<file path="src/rtl/dram_master_if.sv">
// Request/response and RAM pin bundle for dram_master.
// master: the dram_master side. slave: the MEM stage plus data RAM side.
interface dram_master_if;
    // MEM-stage request/response
    logic        req_valid_i;
    logic        req_ready_o;
    logic [2:0]  req_op_i;
    logic [31:0] req_addr_i;
    logic [31:0] req_wdata_i;
    logic        resp_valid_o;
    logic [31:0] rdata_o;
    logic        exc_o;
    logic [1:0]  exc_code_o;
    // data RAM pins
    logic        ram_ce_o;
    logic        ram_we_o;
    logic [3:0]  ram_sel_o;
    logic [31:0] ram_addr_o;
    logic [31:0] ram_data_o;
    logic [31:0] ram_data_i;

    modport master (
        input  req_valid_i, req_op_i, req_addr_i, req_wdata_i, ram_data_i,
        output req_ready_o, resp_valid_o, rdata_o, exc_o, exc_code_o,
               ram_ce_o, ram_we_o, ram_sel_o, ram_addr_o, ram_data_o
    );

    modport slave (
        output req_valid_i, req_op_i, req_addr_i, req_wdata_i, ram_data_i,
        input  req_ready_o, resp_valid_o, rdata_o, exc_o, exc_code_o,
               ram_ce_o, ram_we_o, ram_sel_o, ram_addr_o, ram_data_o
    );
endinterface

</file>
<file path="src/rtl/dram_master.sv">
// Load/store initiator between the MEM stage and a synchronous-write,
// combinational-read data RAM. Big-endian lanes: byte offset 0 -> [31:24].
// Optional macro DRAM_ALIGN_CHK_EN: misaligned half/word accesses raise
// exceptions; without it the low address bits are forced to alignment.
module dram_master #(
    parameter int          DMEM_AW    = 10,
    parameter logic [31:0] RESET_DATA = 32'h0
) (
    input logic           clk,
    input logic           rst,
    dram_master_if.master bus
);
    typedef enum logic [1:0] {IDLE, ACCESS, RESP} state_t;

    // access size: 0 = byte, 1 = half, 2 = word
    function automatic logic [1:0] op_size(input logic [2:0] op);
        case (op)
            3'd0, 3'd1, 3'd5: op_size = 2'd0;
            3'd2, 3'd3, 3'd6: op_size = 2'd1;
            default:          op_size = 2'd2;
        endcase
    endfunction

    state_t      state, state_nxt;
    logic [2:0]  op_q;
    logic [31:0] addr_q, wdata_q, rdata_q;
    logic        exc_q;
    logic [1:0]  code_q;

    logic        accept;
    logic [1:0]  in_size, q_size;
    logic        in_store, q_store;
    logic [31:0] addr_eff;
    logic [1:0]  code_chk;
    logic [7:0]  lane_b;
    logic [15:0] lane_h;
    logic [31:0] load_ext;

    assign accept   = (state == IDLE) && bus.req_valid_i;
    assign in_size  = op_size(bus.req_op_i);
    assign in_store = bus.req_op_i >= 3'd5;
    assign q_size   = op_size(op_q);
    assign q_store  = op_q >= 3'd5;

    // Address checks on the incoming request; out of range beats misaligned
    always_comb begin
        logic oor;
        oor      = (bus.req_addr_i >> (DMEM_AW + 2)) != 32'd0;
        addr_eff = bus.req_addr_i;
        code_chk = oor ? 2'd3 : 2'd0;
`ifdef DRAM_ALIGN_CHK_EN
        if (!oor && ((in_size == 2'd1 && bus.req_addr_i[0]) ||
                     (in_size == 2'd2 && bus.req_addr_i[1:0] != 2'b00)))
            code_chk = in_store ? 2'd2 : 2'd1;
`else
        if (in_size == 2'd1) addr_eff[0]   = 1'b0;
        if (in_size == 2'd2) addr_eff[1:0] = 2'b00;
`endif
    end

    // Pick the addressed lane out of the RAM word and extend it
    always_comb begin
        case (addr_q[1:0])
            2'd0:    lane_b = bus.ram_data_i[31:24];
            2'd1:    lane_b = bus.ram_data_i[23:16];
            2'd2:    lane_b = bus.ram_data_i[15:8];
            default: lane_b = bus.ram_data_i[7:0];
        endcase
        lane_h = addr_q[1] ? bus.ram_data_i[15:0] : bus.ram_data_i[31:16];
        case (op_q)
            3'd0:    load_ext = {{24{lane_b[7]}}, lane_b};
            3'd1:    load_ext = {24'd0, lane_b};
            3'd2:    load_ext = {{16{lane_h[15]}}, lane_h};
            3'd3:    load_ext = {16'd0, lane_h};
            default: load_ext = bus.ram_data_i;
        endcase
    end

    // State register
    always_ff @(posedge clk or negedge rst) begin
        if (!rst) state <= IDLE;
        else      state <= state_nxt;
    end

    // Request latch and load-data register
    always_ff @(posedge clk or negedge rst) begin
        if (!rst) begin
            op_q    <= 3'd0;
            addr_q  <= 32'd0;
            wdata_q <= 32'd0;
            exc_q   <= 1'b0;
            code_q  <= 2'd0;
            rdata_q <= RESET_DATA;
        end else begin
            if (accept) begin
                op_q    <= bus.req_op_i;
                addr_q  <= addr_eff;
                wdata_q <= bus.req_wdata_i;
                exc_q   <= code_chk != 2'd0;
                code_q  <= code_chk;
            end
            if (state == ACCESS && !q_store) rdata_q <= load_ext;
        end
    end

    // Next state and RAM/handshake outputs; RAM pins only live in ACCESS
    always_comb begin
        state_nxt        = state;
        bus.req_ready_o  = 1'b0;
        bus.resp_valid_o = 1'b0;
        bus.exc_o        = 1'b0;
        bus.exc_code_o   = 2'd0;
        bus.ram_ce_o     = 1'b0;
        bus.ram_we_o     = 1'b0;
        bus.ram_sel_o    = 4'b0000;
        bus.ram_addr_o   = 32'd0;
        bus.ram_data_o   = 32'd0;
        bus.rdata_o      = rdata_q;
        case (state)
            IDLE: begin
                bus.req_ready_o = rst;
                if (bus.req_valid_i)
                    state_nxt = (code_chk != 2'd0) ? RESP : ACCESS;
            end
            ACCESS: begin
                bus.ram_ce_o   = 1'b1;
                bus.ram_we_o   = q_store;
                bus.ram_addr_o = {addr_q[31:2], 2'b00};
                case (q_size)
                    2'd0:    bus.ram_sel_o = 4'b1000 >> addr_q[1:0];
                    2'd1:    bus.ram_sel_o = addr_q[1] ? 4'b0011 : 4'b1100;
                    default: bus.ram_sel_o = 4'b1111;
                endcase
                if (q_store) begin
                    case (q_size)
                        2'd0:    bus.ram_data_o = {4{wdata_q[7:0]}};
                        2'd1:    bus.ram_data_o = {2{wdata_q[15:0]}};
                        default: bus.ram_data_o = wdata_q;
                    endcase
                end
                state_nxt = RESP;
            end
            RESP: begin
                bus.resp_valid_o = 1'b1;
                bus.exc_o        = exc_q;
                bus.exc_code_o   = code_q;
                state_nxt        = IDLE;
            end
            default: state_nxt = IDLE;
        endcase
    end
endmodule

</file>
<file path="src/flat_wrapper.sv">
// flat-port wrapper written by rule: the top's interface ports become plain ports
module dram_master_flat 
#(
    parameter int          DMEM_AW    = 10,
    parameter logic [31:0] RESET_DATA = 32'h0
)
  (clk, rst, bus_req_valid_i, bus_req_op_i, bus_req_addr_i, bus_req_wdata_i, bus_ram_data_i, bus_req_ready_o, bus_resp_valid_o, bus_rdata_o, bus_exc_o, bus_exc_code_o, bus_ram_ce_o, bus_ram_we_o, bus_ram_sel_o, bus_ram_addr_o, bus_ram_data_o);
  dram_master_if bus_i ();
  input logic clk;
  input logic rst;
  input wire logic [$bits(bus_i.req_valid_i)-1:0] bus_req_valid_i;
  input wire logic [$bits(bus_i.req_op_i)-1:0] bus_req_op_i;
  input wire logic [$bits(bus_i.req_addr_i)-1:0] bus_req_addr_i;
  input wire logic [$bits(bus_i.req_wdata_i)-1:0] bus_req_wdata_i;
  input wire logic [$bits(bus_i.ram_data_i)-1:0] bus_ram_data_i;
  output wire logic [$bits(bus_i.req_ready_o)-1:0] bus_req_ready_o;
  output wire logic [$bits(bus_i.resp_valid_o)-1:0] bus_resp_valid_o;
  output wire logic [$bits(bus_i.rdata_o)-1:0] bus_rdata_o;
  output wire logic [$bits(bus_i.exc_o)-1:0] bus_exc_o;
  output wire logic [$bits(bus_i.exc_code_o)-1:0] bus_exc_code_o;
  output wire logic [$bits(bus_i.ram_ce_o)-1:0] bus_ram_ce_o;
  output wire logic [$bits(bus_i.ram_we_o)-1:0] bus_ram_we_o;
  output wire logic [$bits(bus_i.ram_sel_o)-1:0] bus_ram_sel_o;
  output wire logic [$bits(bus_i.ram_addr_o)-1:0] bus_ram_addr_o;
  output wire logic [$bits(bus_i.ram_data_o)-1:0] bus_ram_data_o;
  assign bus_i.req_valid_i = bus_req_valid_i;
  assign bus_i.req_op_i = bus_req_op_i;
  assign bus_i.req_addr_i = bus_req_addr_i;
  assign bus_i.req_wdata_i = bus_req_wdata_i;
  assign bus_i.ram_data_i = bus_ram_data_i;
  assign bus_req_ready_o = bus_i.req_ready_o;
  assign bus_resp_valid_o = bus_i.resp_valid_o;
  assign bus_rdata_o = bus_i.rdata_o;
  assign bus_exc_o = bus_i.exc_o;
  assign bus_exc_code_o = bus_i.exc_code_o;
  assign bus_ram_ce_o = bus_i.ram_ce_o;
  assign bus_ram_we_o = bus_i.ram_we_o;
  assign bus_ram_sel_o = bus_i.ram_sel_o;
  assign bus_ram_addr_o = bus_i.ram_addr_o;
  assign bus_ram_data_o = bus_i.ram_data_o;
  dram_master #(.DMEM_AW(DMEM_AW), .RESET_DATA(RESET_DATA)) u_core (.clk(clk), .rst(rst), .bus(bus_i));
endmodule
</file>
<file path="config.mk">
export PLATFORM = sky130hd
export DESIGN_NAME = dram_master_flat
export DESIGN_NICKNAME = d
export VERILOG_FILES = /design/src/rtl/dram_master_if.sv /design/src/rtl/dram_master.sv /design/src/flat_wrapper.sv
export SDC_FILE = /design/constraint.sdc
export NUM_CORES = 1
export LEC_CHECK = 0
export BUFFER_PORTS_ARGS = -buffer_cell sky130_fd_sc_hd__buf_2
export CORE_MARGIN = 3
export CORE_UTILIZATION = 35
export CTS_CLUSTER_DIAMETER = 60
export CTS_CLUSTER_SIZE = 8
export DETAILED_ROUTE_END_ITERATION = 8
export GPL_TIMING_DRIVEN = 0
export PLACE_DENSITY = 0.7
export SKIP_CTS_REPAIR_TIMING = 1
export SYNTH_ARGS = -nofsm -noshare
export SYNTH_HDL_FRONTEND = slang
export SYNTH_SLANG_ARGS = --single-unit
</file>
<file path="constraint.sdc">
create_clock -name clk -period 3.4 [get_ports clk]
set_clock_uncertainty 0.2 [all_clocks]
set_input_delay 0 -clock clk [delete_from_list [all_inputs] [get_ports clk]]
set_output_delay 0 -clock clk [all_outputs]
set_load 0.03 [all_outputs]
</file>
==> results of run 1 <==
==> flip-flops by register name, indices dropped and copies added (netlist names) <==
register,flops
u_core.op_q,3
u_core.code_q,1
u_core.addr_q,32
u_core.wdata_q,32
u_core.state,2
u_core.bus.rdata_o,32
==> power by group through the flow <==
stage / sequential (mW) / combinational (mW) / clock (mW)
after floorplan: 1.39 / 0.369 / 0
after global placement: 1.42 / 0.553 / 0
after detailed placement: 1.42 / 0.568 / 0
after CTS: 1.40 / 0.568 / 1.16
after global routing: 1.41 / 0.743 / 1.20
final: 1.40 / 0.666 / 1.13
==> cells in the mapped netlist, drive strengths merged (3+ instances only) <==
cell    count  area [sq um]
nand3      15          85.1
dfrtp     102          2550
or3         9          56.3
a221o      16           160
a32oi       7          61.3
and2       42           263
o21ai      21           113
a211oi      5          50.1
a21oi      23           115
nor2b       4          25.0
nor2       26           100
mux2        3          33.8
nor3        8          75.1
a31oi      14          87.6
nor4b       4          35.0
o22ai      10          62.6
nor4        9          56.3
inv         5          18.8
clkbuf     24          90.1
buf        25           166
or2         3          18.8
nand2     238           893
==> cells by family (layout without fill, tap and decap cells) <==
logic type                after synthesis  after routing
and+or+nand+nor                       362            362
buffers and inverters                  55            386
DFF                                   102            102
AOI/OAI and AO/OA                     102            102
muxes                                   3              3
other                                   1              2
xor gates and xnor gates                1              1
==> stage by stage <==
step / cell area (sq um) / util, %
final: 7930 / 54.3
after global placement: 6490 / 44.5
after floorplan: 5230 / -
after detailed placement: 6530 / 44.7
after global routing: 7930 / 54.3
after CTS: 6850 / 46.9
==> worst paths after layout <==
path | from | end | slack (ps) | cells after the start
hold / removal | rst | u_core.bus.rdata_o[11] | -0.6 | 2
hold reg to reg | u_core.state[1] | u_core.state[1] | 270 | 1
setup / recovery | u_core.state[0] | u_core.addr_q[1] | 790 | 7
max in group asynchronous | rst | u_core.code_q[0] | 2300 | 3
setup reg to reg | u_core.state[0] | u_core.addr_q[1] | 790 | 7
min in group clk | bus_req_wdata_i[1] | u_core.wdata_q[1] | 180 | 4
==> final cells by class <==
class                           count  area [sq um]
Multi-Input combinational cell    470          2400
Fill cell                        1300          6660
Buffer                             49           256
Clock buffer                       10           229
Inverter                            6          22.5
Timing Repair Buffer              315          2140
Clock inverter                      6          92.6
Sequential cell                   102          2550
Tap cell                          184           230
==> layer usage <==
layer	share of wire, %	wire [um]
met4	2.8	520
met5	0	0
met2	48	8980
met3	7.9	1470
met1	41	7550
==> worst max-delay path: stages (launching register included) <==
cell and delay [ps]:
dfrtp_1 410, nor2_1 170, and2_1 140, clkbuf_1 420, clkbuf_1 410, nand3_1 140
dlygate4sd3_1 580, o21ai_0 70
==> metrics.md, run 1 <==
| Metric | Value |
|---|---|
| Status | complete, but fails checks |
| Failing checks | negative hold slack |
| Nets@finish | 1,055 |
| Post-DP HPWL | roughly 13 mm |
| First-pass GRT wire length | 26.1 mm |
| # IOs | 209 |
| Site Rows | 44 |
| Max frequency | 383 MHz |
| Vias per cell | ~5 |
| Switching power | a little over 0.9 mW |
| Global Route met3 Usage | 5.96% |
| H-tree levels | 3 |
| TritonCTS Buffers | 9 |
| Layer with the highest usage | met2 |
| Die X | 128 um |
| Initial antenna violation count | 0 |
| Placed Instances | 1,018 |
| Share of layout cells above drive strength 1 | 27.2% |
| Initial Utilization | 35.8% |
| Hold Violations, Final | 1 |
| Initial DRC Count | 448 |
| CTS tree | built |
| Worst-path fanout max | 10 |
| CP endpoint kind | flop |
| Post-Synth Adder-Cell Area | 0% |
| Largest net degree at the start of global routing | 62 |
| Gate power share | between 20% and 30% |
| Commonest non-fill, non-tap cell in the layout | nand2_1 |
| Final worst setup slack | 789 ps |
| Maximum clock insertion buffer count | 2 |
| Period minus WS final | 2610 ps |
| Worst IR drop on VDD | 0.439 mV |
| IO buf count | 206 |
| Worst rel slew slack | 60.7% |
| Post-Synthesis Cell Area | 0.00523 sq mm |
| Startpoint Class | flop |
| Met1 usage | about a quarter |
| ANT nets after route | 0 |
| Std-Cell Core Area | 0.0146 sq mm |
| Post-synthesis sequential area ratio | 48.8% |
| Clk sink count | 102 |
| Syn_area_per_cell | 8.35 sq um |
| Number of diodes | 0 |
| Met2 Usage GRT | 32.0% |
| Power Dens Cells | 403 mW/mm^2 |
| Crit Path Category | reg2reg |
| Root Buffer | clkbuf_16 |
| Worst slew pin tran | 589 ps |
| Syn Inst Count | 626 |
| Distinct cell type count after synthesis | 44 |
| Critical Path RT | approximately 3500 ps |
| Grt ovf | 0 |
| Maxcap violations | 0 |
| Setup violations, final | 0 |
| Slew Viols, Final | 0 |
| Ys async rst share | 100% |
| Pre-antenna DRT Iters | 5 |
| Largest family of logic cells by synthesized area | simple AND/OR/NAND/NOR gates |
| Tot Pwr | ~3.2 mW |
| Min-Delay Path Class | in2async |
| Yosys warning count | 0 |
| Post-synthesis compound-gate area fraction | 13.6% |
| Post-synth top flop | dfrtp_1 |
| P_int | 2.26 mW |
| RSZ-0062 raised after global routing | false |
| Xor-xnor portion of the synthesized cell area | 0.167% |
| Die area | around 0.016 sq mm |
| Area Growth Syn to Fin | 51.6% |
| Synth Area in Simple Gates | 31.4% |
| Vias in the first global route | 5,175 |
| Die Y-Extent | 128 um |
| Total Wirelength | ~19 mm |
| Clock network power share | 35.3% |
| Tcrit/Tclk final | 76.8% |
| Worst-Skew Late Latency | roughly 350 ps |
| Static Leakage | 4.05 nW |
| Worst Path Arrival | ~2700 ps |
| Flops & latches, synth | between 100 and 150 |
| Reg power frac | between 40% and 50% |
| Setup TNS | 0 ps |
| Routed via count | 5,744 |
| Clock-pin slew on the worst setup and hold paths | 70 ps |
| GRT Util Overall | 20.0% |
| WL/cell | 16.2 um |
| Pre-CTS setup slack | 1270 ps |
| Post-synthesis mux area share | 0.646% |
| Sw Ratio | 29.3% |
| Layout Cells excl Fill | 1,142 |
| Post-route DRC | 0 |
| Hold Slack | -0.605 ps |
| Routability cong. | 0.866 |
| Number of synthesized flops with an enable pin | 0 |
| Commonest non-fill, non-tap cells in the layout | nand2_1 (238), buf_2 (215), dlygate4sd3_1 (108) |
No activity file was read; power rests on OpenSTA's default activity.
==> run 2, diff against run 1 <==
--- a/config.mk
+++ b/config.mk
@@ -12,7 +12,7 @@
 export CTS_CLUSTER_SIZE = 8
 export DETAILED_ROUTE_END_ITERATION = 8
 export GPL_TIMING_DRIVEN = 0
-export PLACE_DENSITY = 0.7
+export PLACE_DENSITY = 0.72
 export SKIP_CTS_REPAIR_TIMING = 1
 export SYNTH_ARGS = -nofsm -noshare
 export SYNTH_HDL_FRONTEND = slang
==> constraint.sdc (replaced) <==
create_clock -name clk -period 2.09 [get_ports clk]
set_clock_uncertainty 0.2 [all_clocks]
set_input_delay 0 -clock clk [delete_from_list [all_inputs] [get_ports clk]]
set_output_delay 0 -clock clk [all_outputs]
set_load 0.03 [all_outputs]
==> run 2 against run 1 <==
Final cell count is 1.4% higher. Global-route usage is 0.30 points lower. Flip-flop and latch count stayed put. Cell area is 7.7% higher. Sequential power is 64% higher. Core utilization is 4.2 points higher. The flow finishes with violations (negative hold slack, negative setup slack).
==> metrics.md, run 2 (synthesis results as in run 1) <==
| Metric | Value |
|---|---|
| Commonest non-fill, non-tap cells in the layout | nand2_1 (233), buf_2 (177), dlygate4sd3_1 (100), dfrtp_1 (100), buf_4 (42) |
| GRT Util Overall | 19.7% |
| Worst-Skew Late Latency | 350 ps |
| CP endpoint kind | output pin |
| Worst Path Arrival | 1980 ps |
| CP Capture Point | bus_ram_data_o[16] |
| Hold Slack | -519 ps |
| Worst-path fanout max | 5 |
| CP cell instances | buf_8, a21bo_1, buf_6, o21ai_4, buf_12, buf_6, nand2_2, a21oi_2, buf_6 |
| Layout Cells excl Fill | around 1.2k |
| Startpoint Class | flop |
| Std-Cell Core Area | 0.0146 sq mm |
| Multi-input logic area | 0.00258 sq mm |
| Initial Utilization | 35.8% |
| Vias in the first global route | approximately 4.9k |
| Setup violations, final | 12 |
| Site Rows | 44 |
| Total Wirelength | 19.4 mm |
| Hold Violations, Final | between 100 and 150 |
| Maxcap violations | 0 |
| Initial DRC Count | 468 |
| Nets@finish | 1,071 |
| Routed via count | 5,920 |
| Worst rel slew slack | 55.0% |
| Largest net degree at the start of global routing | 54 |
| Vias per cell | slightly above 5 |
| Die Y-Extent | 128 um |
| Worst IR drop on VDD | 0.499 mV |
| Fill cells | roughly 1.2k |
| TritonCTS Buffers | 9 |
| CTS tree | built |
| Clk sink count | 102 |
| IO buf count | 206 |
| Worst Setup SP | u_core.op_q[1] |
| Slowest CP cell | dfrtp_2 |
| ANT nets after route | 0 |
| RSZ-0062 raised after global routing | true |
| Most Frequent Cell on Critical Path | buf_6 |
| Crit Path Category | reg2out |
| Static Leakage | ~4.3 nW |
| Number of diodes | 0 |
| Post-route DRC | 0 |
| Final worst setup slack | -88.7 ps |
| Setup slack, reg-to-reg | 110 ps |
| Routability cong. | about 0.90 |
| Die X | about 130 um |
| Die area | roughly 0.016 sq mm |
| Initial antenna violation count | 0 |
| Area Growth Syn to Fin | 63.2% |
| H-tree levels | 3 |
| First-pass GRT wire length | between 20 and 30 mm |
| Register area | between 0.002 and 0.003 sq mm |
| Maximum clock insertion buffer count | 2 |
| Crit-path max cell delay | 430 ps |
| Tcrit/Tclk final | 104% |
| RR Endpoint | u_core.bus.rdata_o[10] |
| Root Buffer | clkbuf_16 |
| Tot Pwr | 5.70 mW |
| Slew Viols, Final | 0 |
| Clock-pin slew on the worst setup and hold paths | roughly 70 ps |
| Max frequency | 459 MHz |
| Power Dens Cells | 668 mW/mm^2 |
| Post-DP HPWL | 12.7 mm |
| Min-Delay Path Class | in2async |
| Period minus WS final | 2180 ps |
| Number of cells on the worst reg-to-reg path | 5 |
| Pre-antenna DRT Iters | 5 |
| Critical Path RT | 1890 ps |
| WL/cell | between 15 and 20 um |
| # IOs | 209 |
| Worst r2r src | u_core.op_q[1] |
| Worst slew pin tran | 675 ps |
| Status | complete, but fails checks |
| Grt ovf | 0 |
| Failing checks | negative hold slack, negative setup slack |
| Share of layout cells above drive strength 1 | 34.7% |
| Commonest non-fill, non-tap cell in the layout | nand2_1 |
| Placed Instances | 1,018 |
run 2: layout make-up:
type                       count  area share, %
tap                          184           2.70
clock buffer                  11           2.84
timing repair buffer         332           28.6
timing repair inverter         1         0.0880
clock inverter                 5           1.51
multi-input combinational    470           30.3
sequential                   102           29.9
buffer                        47           3.68
inverter                       6          0.366
run 2: per-stage QoR:
stage          hold WS (ps)  instance area, sq um  utilization, %  setup slack [ps]  setup TNS, ps
4_1_cts                -502                  6900            47.3              -483         -19010
5_1_grt                -465                  8540            58.5              -146          -2110
6_report               -519                  8540            58.5             -88.7           -483
3_5_place_dp           -128                  6530            44.7             -93.6           -823
3_3_place_gp          -8.13                  6490            44.5              -418         -35660
2_1_floorplan          -496                  5230               -               168              0
run 2: power by group:
part           internal, mW  switching, mW  leakage (nW)  total [mW]
registers              2.14          0.150          1.23        2.29
clock network          1.33          0.757         0.180        2.09
logic                 0.617          0.700          2.86        1.32
total                  4.09           1.61          4.27        5.70
run 2: worst min-delay path by stage:
stage / start / end / slack (ps) / cells after the start
after CTS: rst / u_core.bus.rdata_o[11] / -500 / 1
after detailed placement: rst / u_core.bus.rdata_o[11] / -130 / 1
after global routing: rst / u_core.bus.rdata_o[8] / -460 / 1
after floorplan: rst / u_core.addr_q[0] / -500 / 0
final: rst / u_core.bus.rdata_o[11] / -520 / 1
after global placement: bus_req_wdata_i[7] / u_core.wdata_q[7] / -8 / 3
run 2: per-layer routing:
layer	up-vias	track usage [%]	wire length, um
li1	2782	-	-
met1	2773	26.0	7800
met2	309	31.0	9510
met3	56	5.79	1530
met4	0	6.30	530
met5	-	0	0
run 2: critical path, delay by kind of cell, from the launching register on:
kind | cells | cell delay (ps)
AO/OA/AOI/OAI | 3 | 470
flip-flops | 1 | 430
AND/OR/NAND/NOR | 1 | 50
buffers and inverters | 5 | 690
==> run 3, diff against run 2 <==
--- a/config.mk
+++ b/config.mk
@@ -5,14 +5,14 @@
 export SDC_FILE = /design/constraint.sdc
 export NUM_CORES = 1
 export LEC_CHECK = 0
-export BUFFER_PORTS_ARGS = -buffer_cell sky130_fd_sc_hd__buf_2
 export CORE_MARGIN = 3
 export CORE_UTILIZATION = 35
 export CTS_CLUSTER_DIAMETER = 60
 export CTS_CLUSTER_SIZE = 8
 export DETAILED_ROUTE_END_ITERATION = 8
+export DONT_BUFFER_PORTS = 1
 export GPL_TIMING_DRIVEN = 0
-export PLACE_DENSITY = 0.72
+export PLACE_DENSITY = 0.6
 export SKIP_CTS_REPAIR_TIMING = 1
 export SYNTH_ARGS = -nofsm -noshare
 export SYNTH_HDL_FRONTEND = slang
==> run 3 against run 2 <==
The flow still finishes with violations (negative hold slack, negative setup slack). Flip-flop and latch count is the same. Clock power shrank 24%. Combinational power is essentially flat. Count of clock-buffer cells in the layout grew 1. Total power shrank 7.9%.
==> metrics.md, run 3 (synthesis results as in run 1) <==
| Metric | Value |
|---|---|
| Status | complete, but fails checks |
| Failing checks | negative hold slack, negative setup slack |
| Number of cells on the worst reg-to-reg path | 7 |
| Root Buffer | clkbuf_16 |
| H-tree levels | 3 |
| Power Dens Cells | 687 mW/mm^2 |
| Global Route met3 Usage | 7.08% |
| Worst-path fanout max | 8 |
| Die X | approximately 130 um |
| First-pass GRT wire length | 25.3 mm |
| Final worst setup slack | -53.6 ps |
| Share of layout cells above drive strength 1 | 21.3% |
| Clock-pin slew on the worst setup and hold paths | 70 ps |
| Clk sink count | around 100 |
| Worst rel slew slack | 66.8% |
| Worst r2r src | u_core.op_q[1] |
| Clock network power share | between 30% and 40% |
| Max frequency | 467 MHz |
| IO buf count | 0 |
| Area Growth Syn to Fin | 46.0% |
| Commonest non-fill, non-tap cell in the layout | nand2_1 |
| Startpoint Class | flop |
| Largest net degree at the start of global routing | roughly 100 |
| Grt ovf | 0 |
| Vias in the first global route | 4,474 |
| Crit-path max cell delay | 340 ps |
| RR Endpoint | u_core.bus.rdata_o[31] |
| Std-Cell Core Area | 0.0146 sq mm |
| Worst Path Arrival | 1940 ps |
| Maxcap violations | 0 |
| Pre-antenna DRT Iters | 6 |
| Hold Violations, Final | ~110 |
| RSZ-0062 raised after global routing | true |
| Most Frequent Cell on Critical Path | buf_6 |
| P_int | 3.58 mW |
| TritonCTS Buffers | 9 |
| Crit Path Category | reg2out |
| CTS tree | built |
| GRT Util Overall | 19.8% |
| Vias per cell | approximately 5.4 |
| Routed via count | 5,089 |
| Static Leakage | 3.35 nW |
| Post-DP HPWL | 12.5 mm |
| Placed Instances | 811 |
| Sw Ratio | 31.7% |
| Reg power frac | 44.1% |
| Setup TNS | -378 ps |
| Layout Cells excl Fill | 951 |
| Worst Setup SP | u_core.op_q[2] |
| Setup slack, reg-to-reg | 110 ps |
| Die area | 0.0164 sq mm |
| Switching power | 1.66 mW |
| Initial Utilization | 35.8% |
| Slew Viols, Final | 0 |
| Period minus WS final | 2140 ps |
| CP endpoint kind | output pin |
| CP cell instances | buf_6, nor2b_4, or2_1, buf_6, buf_8, buf_4, nand3_1, a21oi_4 |
| Worst IR drop on VDD | 0.378 mV |
| ANT nets after route | 0 |
| Fill cells | 1,283 |
| Critical Path RT | 1890 ps |
| Initial antenna violation count | 2 |
| Commonest non-fill, non-tap cells in the layout | nand2_1 (230), dlygate4sd3_1 (100), dfrtp_1 (100) |
| Die Y-Extent | 128 um |
| Met2 Usage GRT | 30.9% |
| Initial DRC Count | 368 |
| WL/cell | just under 20 um |
| Routability cong. | 0.889 |
| Total Wirelength | 18.6 mm |
| Worst-Skew Late Latency | 350 ps |
| Maximum clock insertion buffer count | 2 |
| Post-route DRC | 0 |
| Setup violations, final | 15 |
| Min-Delay Path Class | in2async |
| Gate power share | 25.8% |
| Site Rows | 44 |
| Slowest CP cell | dfrtp_1 |
| # IOs | 209 |
| Hold Slack | -864 ps |
| Nets@finish | 863 |
| CP Capture Point | bus_ram_data_o[17] |
| Layer with the highest usage | met2 |
| Met1 usage | about a quarter |
| Tcrit/Tclk final | 103% |
| Worst slew pin tran | 496 ps |
run 3: cell types whose count changed in the layout (fill, tap and decap cells not counted), moves of 9 or more:
cell,previous run,this run
buf_2,177,5
buf_4,42,20
and2_1,36,27
a21oi_4,2,20
and2_2,1,10
a21oi_2,16,1
buf_6,31,16
run 3: area by class of cell:
cell class | instances | area [sq um] | share of cell area (%)
well taps | 184 | 230 | 3.02
flip-flops and latches | 102 | 2550 | 33.5
multi-input cells | 470 | 2970 | 38.9
diodes | 2 | 5.00 | 0.0656
inverters | 6 | 33.8 | 0.442
plain buffers | 47 | 327 | 4.28
clock inverters | 3 | 21.3 | 0.279
repair inverters | 1 | 5.00 | 0.0656
repair buffers | 124 | 1240 | 16.3
clock buffers | 12 | 246 | 3.23
run 3: power by group through the flow:
stage	logic, mW	registers [mW]	clock network, mW
after floorplan	0.601	2.26	0
after global placement	0.740	2.31	0
after detailed placement	0.756	2.31	0
after CTS	0.757	2.28	1.64
after global routing	1.47	2.33	1.71
final	1.35	2.31	1.58
run 3: how the worst min path moves through the flow:
stage | start | to | slack [ps] | cells past startpoint
3_3_place_gp | rst | u_core.bus.rdata_o[2] | -490 | 0
3_5_place_dp | rst | u_core.bus.rdata_o[6] | -490 | 0
4_1_cts | rst | u_core.addr_q[14] | -870 | 0
2_1_floorplan | rst | u_core.addr_q[0] | -500 | 0
6_report | rst | u_core.bus.rdata_o[6] | -860 | 0
5_1_grt | rst | u_core.bus.rdata_o[15] | -880 | 0
run 3: metal layers:
layer  wire [um]  vias to the layer above
met5           0                        -
met4         746                        0
met3        1300                       54
met2        8850                      224
met1        7690                     2447
li1            -                     2364
run 3: worst max-delay path: cells and delay by family (launching register included):
family / cells / cell delay, ps
AND/OR/NAND/NOR: 3 / 460
buffers and inverters: 4 / 500
AO/OA/AOI/OAI: 1 / 300
flip-flops: 1 / 340
run 3: through the flow:
step           worst slack [ps]  area, sq um  utilization (%)  power, mW
2_1_floorplan               168         5230                -       2.86
3_3_place_gp               -268         5460             37.5       3.05
3_5_place_dp               -291         5460             37.5       3.07
4_1_cts                    -678         5730             39.3       4.68
5_1_grt                    -125         7630             52.3       5.51
6_report                  -53.6         7630             52.3       5.25
